File: src/rtl/pong_game_ctrl.sv
// Pong match sequencer: serve hold, play, pause, scoring and match end.
// All outputs are registered from the next-state decision.
module pong_game_ctrl #(
  parameter int SCORE_W      = 4,
  parameter int WIN_SCORE    = 9,
  parameter int SERVE_FRAMES = 60,
  parameter int CNT_W        = 8
) (
  input  logic               clk,
  input  logic               rst,
  input  logic               frame_tick,
  input  logic               start_btn,
  input  logic               pause_btn,
  input  logic               miss_left,
  input  logic               miss_right,
  output logic               ball_run,
  output logic               ball_hold,
  output logic               serve_dir,
  output logic [SCORE_W-1:0] score_l,
  output logic [SCORE_W-1:0] score_r,
  output logic               game_over,
  output logic               winner,
  output logic [2:0]         state_o
);

  typedef enum logic [2:0] {
    IDLE  = 3'd0,
    SERVE = 3'd1,
    PLAY  = 3'd2,
    PAUSE = 3'd3,
    POINT = 3'd4,
    OVER  = 3'd5
  } state_t;

  localparam logic [CNT_W-1:0] CNT_LAST =
    CNT_W'(SERVE_FRAMES - 1);
  localparam logic [SCORE_W-1:0] WIN =
    SCORE_W'(WIN_SCORE);

  state_t           state;
  state_t           nxt;
  logic [CNT_W-1:0] cnt;
  logic             start_q;
  logic             pause_q;
  logic             start_arm;
  logic             pause_arm;
  logic             start_re;
  logic             pause_re;
  logic             serve_done;

  // arm flags keep a button held through reset from firing an edge
  assign start_re   = start_btn & ~start_q & start_arm;
  assign pause_re   = pause_btn & ~pause_q & pause_arm;
  assign serve_done = frame_tick && (cnt == CNT_LAST);
  assign state_o    = state;

  always_comb begin
    nxt = state;
    unique case (state)
      IDLE:  if (start_re) nxt = SERVE;
      SERVE: if (serve_done) nxt = PLAY;
      PLAY: begin
        if (miss_left && miss_right)
          nxt = SERVE;
        else if (miss_left || miss_right)
          nxt = POINT;
        else if (pause_re)
          nxt = PAUSE;
      end
      PAUSE: if (pause_re) nxt = PLAY;
      POINT: begin
        if (score_l == WIN || score_r == WIN)
          nxt = OVER;
        else
          nxt = SERVE;
      end
      OVER:  if (start_re) nxt = SERVE;
      default: nxt = IDLE;
    endcase
  end

  always_ff @(posedge clk) begin
    if (rst) begin
      state     <= IDLE;
      cnt       <= '0;
      score_l   <= '0;
      score_r   <= '0;
      ball_run  <= 1'b0;
      ball_hold <= 1'b1;
      serve_dir <= 1'b0;
      game_over <= 1'b0;
      winner    <= 1'b0;
      start_q   <= 1'b0;
      pause_q   <= 1'b0;
      start_arm <= ~start_btn;
      pause_arm <= ~pause_btn;
    end else begin
      state     <= nxt;
      start_q   <= start_btn;
      pause_q   <= pause_btn;
      if (!start_btn) start_arm <= 1'b1;
      if (!pause_btn) pause_arm <= 1'b1;
      ball_run  <= (nxt == PLAY);
      ball_hold <= nxt inside {IDLE, SERVE, POINT, OVER};
      game_over <= (nxt == OVER);
      unique case (state)
        IDLE, OVER: begin
          if (start_re) begin
            score_l   <= '0;
            score_r   <= '0;
            cnt       <= '0;
            serve_dir <= 1'b0;
          end
        end
        SERVE: begin
          if (frame_tick)
            cnt <= serve_done ? '0 : cnt + 1'b1;
        end
        PLAY: begin
          cnt <= '0;
          if (miss_left && !miss_right) begin
            score_r   <= score_r + 1'b1;
            serve_dir <= 1'b0;
          end else if (miss_right && !miss_left) begin
            score_l   <= score_l + 1'b1;
            serve_dir <= 1'b1;
          end
        end
        POINT: begin
          cnt <= '0;
          if (score_l == WIN)
            winner <= 1'b0;
          else if (score_r == WIN)
            winner <= 1'b1;
        end
        default: ;
      endcase
    end
  end

endmodule

File: config.mk
export PLATFORM = sky130hd
export DESIGN_NAME = pong_game_ctrl
export DESIGN_NICKNAME = d
export VERILOG_FILES = /design/src/rtl/pong_game_ctrl.sv
export SDC_FILE = /design/constraint.sdc
export NUM_CORES = 1
export LEC_CHECK = 0
export ABC_AREA = 1
export CORE_UTILIZATION = 25
export DETAILED_ROUTE_END_ITERATION = 12
export GPL_TIMING_DRIVEN = 0
export SLEW_MARGIN = 20
export SYNTH_ARGS = -nofsm -noshare
export SYNTH_HDL_FRONTEND = slang
export SYNTH_SLANG_ARGS = --single-unit
File: constraint.sdc
create_clock -name clk -period 1.7 [get_ports clk]
set_clock_uncertainty 0.15 [all_clocks]
set_input_delay 0.425 -clock clk [delete_from_list [all_inputs] [get_ports clk]]
set_output_delay 0.425 -clock clk [all_outputs]
set_load 0.05 [all_outputs]
; ---- Word-level counts from Yosys, hierarchy flattened
; Cells that the tools add are included.
[op_classes]
bitwise = 8
n_addsub = 3
eq_ne = 20
n_reduce_logical = 21
mux = 28
[ops]
columns = op, n
row1 = $mux W8, 3
row2 = $pmux W8 S3, 1
row3 = $mux W3, 7
row4 = $mux W4, 4
row5 = $pmux W4 S2, 2
row6 = $pmux W3 S5, 1
row7 = $eq A3 B3 Y1 const B, 4
row8 = $ne A2 B2 Y1 const B, 6
row9 = $eq A3 B2 Y1 const B, 3
row10 = $mux W1, 9
row11 = $reduce_and A3 Y1, 3
row12 = $add A4 B1 Y4 const B, 2
row13 = $add A8 B1 Y8 const B, 1
row14 = $eq A4 B4 Y1 const B, 2
row15 = $eq A8 B6 Y1 const B, 1
row16 = $eq A3 B1 Y1 const B, 2
row17 = $logic_not A3 Y1, 2
row18 = $and A1 B1 Y1, 4
row19 = $logic_and A1 B1 Y1, 4
row20 = $not A1 Y1, 4
row21 = $reduce_and A4 Y1, 1
row22 = $reduce_bool A2 Y1, 2
row23 = $reduce_bool A4 Y1, 1
row24 = $reduce_or A2 Y1, 2
row25 = other kinds (7), 9
[word_totals]
elab_cells = 93
inputBits = 7
reg_bits = 28

; ---- Depth between registers and ports, before layout
; Gate-level depths: netlist (run 1).
[depth]
depth_word = 9
ltp_mapped = 9

; ---- Worst setup path before layout (run 1)
; No wires, ideal clock.
[synth_path]
path_kind = reg-to-reg
startpoint = register state[0], in the netlist state_o[0]
endpoint = register score_r[0]
arrival_ns = 1.553
path_stages_with_launch = 8
path_buffers = 0
t_required_ns = 1.418
slack_ns = -0.135
setup_time_ns = 0.132
cell_sequence = dfxtp_1 > inv_1 > nand2_1 > nand3_1 > inv_1 > nand3_1 > nand2_1 > a21oi_1
[synth_via]
elab_chain_cells = 4
elab_cells_between_ends = 9
classes_between = eq/ne (4) / mux (1) / reduce/logical (4)
[synth_rtl]
columns = item, line_no
row1 = "start, declared", 40  ; state_t state;
row2 = "start signal, assigned", 98  ; state <= nxt;
row3 = $eq A3 B3 Y1 / $logic_not A3 Y1 (equally long branches), 106  ; unique case (state)
row4 = $reduce_or A2 Y1 (no line), n/a
row5 = $ne A2 B1 Y1 (no line) / $reduce_bool A2 Y1 (equally long branches), n/a
row6 = $reduce_and A3 Y1 (no line), n/a
row7 = "end signal, assigned", 122  ; score_r <= score_r + 1'b1;
row8 = "end, declared", 20  ; output logic [SCORE_W-1:0] score_r,
; Several ways; a longest one is shown, not always the timed one.
; A chain may end at the register's enable or synchronous reset.

; ---- Worst setup path in the final report (run 1)
[layout_path]
startpoint = register game_over
endpoint = output game_over
[layout_rtl]
columns = item, line_no
row1 = "start, declared", 21  ; output logic game_over,
row2 = "start signal, assigned", 105  ; game_over <= (nxt == OVER);
; No word-level cell between the ends.

==> summary.txt, run 1 <==
Power and ir drop
  – Sw frac: 30.5%
  – Total power draw: 1.44 mW
  – Sequential fraction of design power: 49.4%
  – Combinational Power Share: 21.8%
  – Pwr per Cell Area: 717 mW/mm^2
  – Switching power: 0.438 mW
  – VDD IR max: 331 uV
  – Pint: 0.999 mW
  – Clock share of power: 28.8%
  – Leak pwr: 0.852 nW

Critical path
  – Critical path endpoint: game_over
  – Critical R2R Capture: cnt[1]$_SDFFE_PP0P_
  – Critical Path RT: 1.12 ns
  – CP max-delay cell: clkdlybuf4s15_1
  – Buf/Inv on CP: 1
  – Critical Path Sink Type: output pin
  – WP data arrival: 1.08 ns
  – Stages on worst setup path: 1
  – CP peak stage delay: 0.49 ns
  – Crit path launch type: flip-flop
  – Critical path, cell by cell: clkdlybuf4s15_1
  – Worst setup path startpoint: game_over$_SDFF_PP0_
  – FF-to-FF path depth: 8
  – Reg2reg setup slack: 0.12 ns
  – Worst R2R Start: cnt[0]$_SDFFE_PP0P_
  – WS Path Type: reg -> out
  – CP top delay family: buffers and inverters
  – CP Max Fanout: 1

GRT
  – Vias in the first global route: 1,434
  – First-pass GRT wire length: 6.30 mm
  – Total GRT Usage: 12.2%
  – Initial antenna violation count: 0
  – Gr ovfl total: 0
  – Pin count of the biggest net entering global routing: 16

Layout
  – Commonest non-fill, non-tap cell in the layout: nand2_1
  – Area growth from synthesis to layout: 26.4%
  – Most frequent cells in the layout: 56 x nand2_1, 31 x inv_1, 30 x nor2_1, 28 x nand3_1, 23 x dfxtp_1
  – Nets: 281
  – Finished Cell Area: 0.00200 mm^2
  – Fillers: 659
  – Multi-input logic area: 923 um^2
  – Post-layout util: 33.3%
  – Share of cells above drive strength 1: 16.7%
  – Diodes inserted: 0
  – Register Area: 584 um^2

STA
  – Setup tns final: 0 ns
  – Hold Vio Cnt, Final: 0
  – Worst slew pin tran: 0.482 ns
  – Max Clock Freq: 604 MHz
  – Fin worst setup slack: 0.0452 ns
  – Crit path time final: 1.65 ns
  – Fin crit share: 97.3%
  – Worst slew margin: 68.0%
  – Slew Viols, Final: 0
  – Final Setup Violations: 0

Synth
  – Synth Cell Area: 0.00159 mm^2
  – Syn Area/Cell: 6.66 um^2
  – Synth warn: 0
  – Register area share after synthesis: 36.6%
  – Leading area contributor after synthesis: dfxtp_1
  – Synth top area cells: dfxtp_1 33%, nand2_1 14%, nand3_1 9.8%
  – #FFs+latches synth: 28
  – Syn nets: 254
  – Synth Instances: 238
  – Netlist cell types: 23
  – Yosys top cell area share: 32.8%

Routing
  – Drt wl/cell: 10.7 um
  – Drt total wl: 3.63 mm
  – Vias: 1,535
  – Vias per cell: 4.53
  – Post-route DRC: 0
  – DRT iter0 DRCs: 78
  – Post-DRT Antenna Nets: 0
  – DRT Pass-1 Iters: 4

Floorplanning
  – FP Rows: 28
  – Starting Density: 26.3%
  – Die Ht: 81.6 um
  – # IOs: 23
  – DIE WIDTH: 81.6 um
  – Total Die Area: 0.00666 mm^2
  – Core footprint: 0.00603 mm^2

Clock tree
  – Root Driver: clkbuf_8
  – CTS H-tree lvls: 1
  – Post-CTS Setup Inserts: 0
  – Hold_buf cts: 0
  – Worst skew pair latency: 0.28 ns
  – Max Buffers Root-to-Sink: 2
  – CTS clk-pin slew, worst paths: 0.10 ns
  – CTS tree: yes
  – Clock Sinks: 28
  – TritonCTS Buffers: 3

Placement
  – Routability Congestion: 0.844
  – Worst slack at placement: -0.399 ns
  – Post-placement cell area: 0.00190 mm^2
  – Dpl hpwl: 2.73 mm
  – Port buffer count: 22

Hold path
  – Hold crit path type: reg -> reg

Status
  – Outcome: finished, final reports clean

Run
  – Max Cap Viol: 0
==> power groups by stage <==
stage          registers, mW  logic (mW)  clock network, mW
6_report               0.709       0.313              0.414
4_1_cts                0.709       0.293              0.435
3_3_place_gp           0.723       0.287                  0
3_5_place_dp           0.723       0.289                  0
5_1_grt                0.714       0.345              0.457
2_1_floorplan          0.752       0.175                  0
==> worst min-delay path by stage <==
stage	from	slack [ns]	to	cells after the start
6_report	cnt[6]$_SDFFE_PP0P_	0.34	cnt[6]$_SDFFE_PP0P_	2
4_1_cts	cnt[6]$_SDFFE_PP0P_	0.34	cnt[6]$_SDFFE_PP0P_	2
5_1_grt	start_btn	0.35	start_arm$_SDFFCE_PN1P_	2
2_1_floorplan	cnt[6]$_SDFFE_PP0P_	0.30	cnt[6]$_SDFFE_PP0P_	2
3_5_place_dp	cnt[6]$_SDFFE_PP0P_	0.32	cnt[6]$_SDFFE_PP0P_	2
3_3_place_gp	cnt[6]$_SDFFE_PP0P_	0.32	cnt[6]$_SDFFE_PP0P_	2
==> registers in the layout, indices dropped and copies added (netlist names) <==
signal,flops
ball_hold,1
ball_run,1
cnt,8
game_over,1
pause_arm,1
pause_q,1
score_l,4
score_r,4
serve_dir,1
start_arm,1
start_q,1
state_o,3
winner,1
==> timing repair <==
| action | CTS | global route |
|---|---|---|
| setup endpoints to repair | 26 | 25 |
| gates cloned | 0 | 0 |
| gates resized for setup | 57 | 32 |
| pin swaps | 0 | 3 |
==> final cells by class <==
class	count	share of cell area (%)
clock buffer	4	2.75
buffer	3	1.19
inverter	36	6.80
timing repair buffer	22	9.36
tap	75	4.68
sequential	28	29.2
multi-input combinational	171	46.1
==> Yosys cell counts, drive strengths merged <==
library cell   n
dfxtp         26
o21ai          3
clkinv         1
nand4          8
a21oi         19
nor3           3
buf            2
nand3         32
clkbuf         1
inv           35
edfxtp         2
nor2          33
nand2         62
a21boi         1
ha             9
a31oi          1
==> kinds of logic after synthesis <==
logic type                 Yosys count  synth area share (%)
buffers and inverters               39                  9.79
and+or+nand+nor                    138                  38.4
AOI/OAI and AO/OA                   24                  8.05
DFF                                 28                  36.6
adders and majority gates            9                  7.10
==> metrics by stage <==
| step | hold WS, ns | instances |
|---|---|---|
| 6_report | 0.340 | 339 |
| 5_1_grt | 0.351 | 339 |
| 4_1_cts | 0.339 | 339 |
| 3_5_place_dp | 0.321 | 335 |
| 3_3_place_gp | 0.324 | 335 |
| 2_1_floorplan | 0.302 | 238 |
==> per-layer routing <==
layer	vias up	share of wire, %	global-route usage, %
met2	17	46	20.8
met4	0	1.3	4.21
met1	697	49	15.4
met5	-	0	0
li1	816	-	-
met3	5	2.8	2.11
(Power assumes the default switching activity.)
==> run 2, diff against run 1 <==
--- a/config.mk
+++ b/config.mk
@@ -7,7 +7,9 @@
 export LEC_CHECK = 0
 export ABC_AREA = 1
+export CORE_ASPECT_RATIO = 0.9
 export CORE_UTILIZATION = 25
 export DETAILED_ROUTE_END_ITERATION = 12
 export GPL_TIMING_DRIVEN = 0
+export MAX_ROUTING_LAYER = met4
 export SLEW_MARGIN = 20
 export SYNTH_ARGS = -nofsm -noshare
--- a/constraint.sdc
+++ b/constraint.sdc
@@ -3,3 +3,3 @@
 set_input_delay 0.425 -clock clk [delete_from_list [all_inputs] [get_ports clk]]
 set_output_delay 0.425 -clock clk [all_outputs]
-set_load 0.05 [all_outputs]
+set_load 0.01 [all_outputs]
==> summary.txt, run 2 (synthesized netlist as in run 1, its figures left out) <==
Status
  – Outcome: finished, final reports clean

Placement
  – Port buffer count: 22
  – Dpl hpwl: 2.83 mm
  – Post-placement cell area: 0.00191 mm^2
  – Routability Congestion: 0.801
  – Placed instance count: 347
  – Worst slack at placement: -0.422 ns

Layout
  – Nets: 286
  – Final Non-Filler Cells: 356
  – Top flop regs: cnt: 8 flops, score_l: 4 flops, score_r: 4 flops
  – Commonest non-fill, non-tap cell in the layout: nand2_1
  – Diodes inserted: 0
  – Register Area: 603 um^2
  – Area growth from synthesis to layout: 29.8%
  – Multi-input logic area: 896 um^2
  – Largest register FFs: 8
  – Most frequent cells in the layout: 57 x nand2_1, 33 x inv_1, 31 x nor2_1, 27 x nand3_1, 18 x a21oi_1
  – Biggest register: cnt
  – Fillers: 668
  – Share of cells above drive strength 1: 15.2%
  – Finished Cell Area: 0.00206 mm^2

STA
  – Fin crit share: 95.6%
  – Crit path time final: 1.62 ns
  – Slew Viols, Final: 0
  – Final Setup Violations: 0
  – Max Clock Freq: 616 MHz
  – Worst slew pin tran: 0.283 ns
  – Fin worst setup slack: 0.0753 ns
  – Worst slew margin: 81.1%
  – RSZ-0062 raised after global routing: yes
  – Hold Vio Cnt, Final: 0

GRT
  – Vias in the first global route: 1,428
  – Initial antenna violation count: 0
  – Total GRT Usage: 12.3%
  – Gr ovfl total: 0
  – Pin count of the biggest net entering global routing: 16
  – First-pass GRT wire length: 6.38 mm

Routing
  – Post-DRT Antenna Nets: 0
  – Post-route DRC: 0
  – Drt total wl: 3.74 mm
  – Drt wl/cell: 10.5 um
  – DRT Pass-1 Iters: 4
  – DRT iter0 DRCs: 116
  – Vias: 1,579
  – Vias per cell: 4.44

Floorplanning
  – DIE WIDTH: 85.9 um
  – Die Ht: 77.5 um
  – Core footprint: 0.00611 mm^2
  – # IOs: 23
  – Total Die Area: 0.00666 mm^2
  – Starting Density: 25.9%
  – FP Rows: 27

Clock tree
  – Root Driver: clkbuf_8
  – CTS tree: yes
  – CTS H-tree lvls: 1
  – Max Buffers Root-to-Sink: 2
  – CTS clk-pin slew, worst paths: 0.09 ns
  – TritonCTS Buffers: 3
  – Clock Sinks: 28
  – Worst skew pair latency: 0.27 ns

Critical path
  – Critical path, cell by cell: clkdlybuf4s50_1, clkinvlp_4, buf_4, o21ai_0, nor2_1
  – Critical Path Sink Type: flip-flop
  – Buf/Inv on CP: 3
  – Critical Path RT: 1.72 ns
  – CP top delay family: buffers and inverters
  – Crit path launch type: primary input
  – WS Path Type: in -> reg
  – CP max-delay cell: clkdlybuf4s50_1
  – CP Max Fanout: 8
  – WP data arrival: 1.65 ns
  – CP peak stage delay: 0.63 ns

Power and ir drop
  – Pwr per Cell Area: 666 mW/mm^2
  – Total power draw: 1.37 mW
  – VDD IR max: 334 uV
  – Leak pwr: 0.905 nW

Hold path
  – Hold crit path type: in -> reg

Run
  – Max Cap Viol: 0
==> run 2: cell count changes in the layout (fill, tap and decap cells not counted), sizes merged <==
cell	delta
dlymetal6s2s	-1
dlygate4sd2	+17
clkinv	-1
clkinvlp	+1
clkdlybuf4s15	-7
buf	-4
==> run 2: final timing paths <==
check	start	slack, ns	cells past startpoint	endpoint
worst max register to register	state_o[0]$_SDFF_PP0_	0.12	7	score_l[3]$_SDFFE_PP0P_
worst min register to register	cnt[0]$_SDFFE_PP0P_	0.34	2	cnt[0]$_SDFFE_PP0P_
worst max-delay path	rst	0.08	5	winner$_SDFFE_PP0P_
worst min-delay path	start_btn	0.31	3	start_q$_SDFF_PP0_
==> run 2: power breakdown <==
| part | total [mW] | switching (mW) | internal [mW] | leakage (nW) |
|---|---|---|---|---|
| Combinational | 0.293 | 0.181 | 0.112 | 0.645 |
| Sequential | 0.708 | 0.0216 | 0.687 | 0.237 |
| Clock | 0.369 | 0.201 | 0.168 | 0.0228 |
| Total | 1.37 | 0.404 | 0.967 | 0.905 |
==> run 2: worst register-to-register path: cells and delay by family (launching register included) <==
kind | cells | cell delay (ns)
AOI/OAI and AO/OA | 1 | 0.13
buffers and inverters | 2 | 0.32
DFF | 1 | 0.39
and+or+nand+nor | 4 | 0.53
==> run 2: stage by stage <==
| step | util (%) | hold slack [ns] | TNS, ns |
|---|---|---|---|
| CTS | 32.2 | 0.340 | -0.000364 |
| global placement | 31.3 | 0.322 | -8.00 |
| detailed placement | 31.3 | 0.325 | -8.37 |
| finish | 33.6 | 0.308 | 0 |
| floorplan | - | 0.302 | 0 |
| global route | 33.6 | 0.335 | -0.0132 |
==> run 2: what timing repair did <==
item                                    in CTS  in global routing
endpoints found under the setup margin      24                 24
pin swaps                                    1                  2
hold buffers                                 0                  0
buffers inserted                             0                  5
gates resized for setup                     34                 18
==> run 2: final cells by class <==
type	instances	area share, %
buffer	3	1.16
clock buffer	4	2.19
inverter	36	6.75
multi-input combinational	171	43.6
sequential	28	29.3
tap	87	5.29
timing repair buffer	27	11.7
==> run 2: per-layer routing <==
metal / part of all wire (%) / GRT usage (%)
met1: 51 / 16.1
met3: 4.8 / 2.98
met2: 43 / 19.4
met5: 0 / -
met4: 0.78 / 2.50
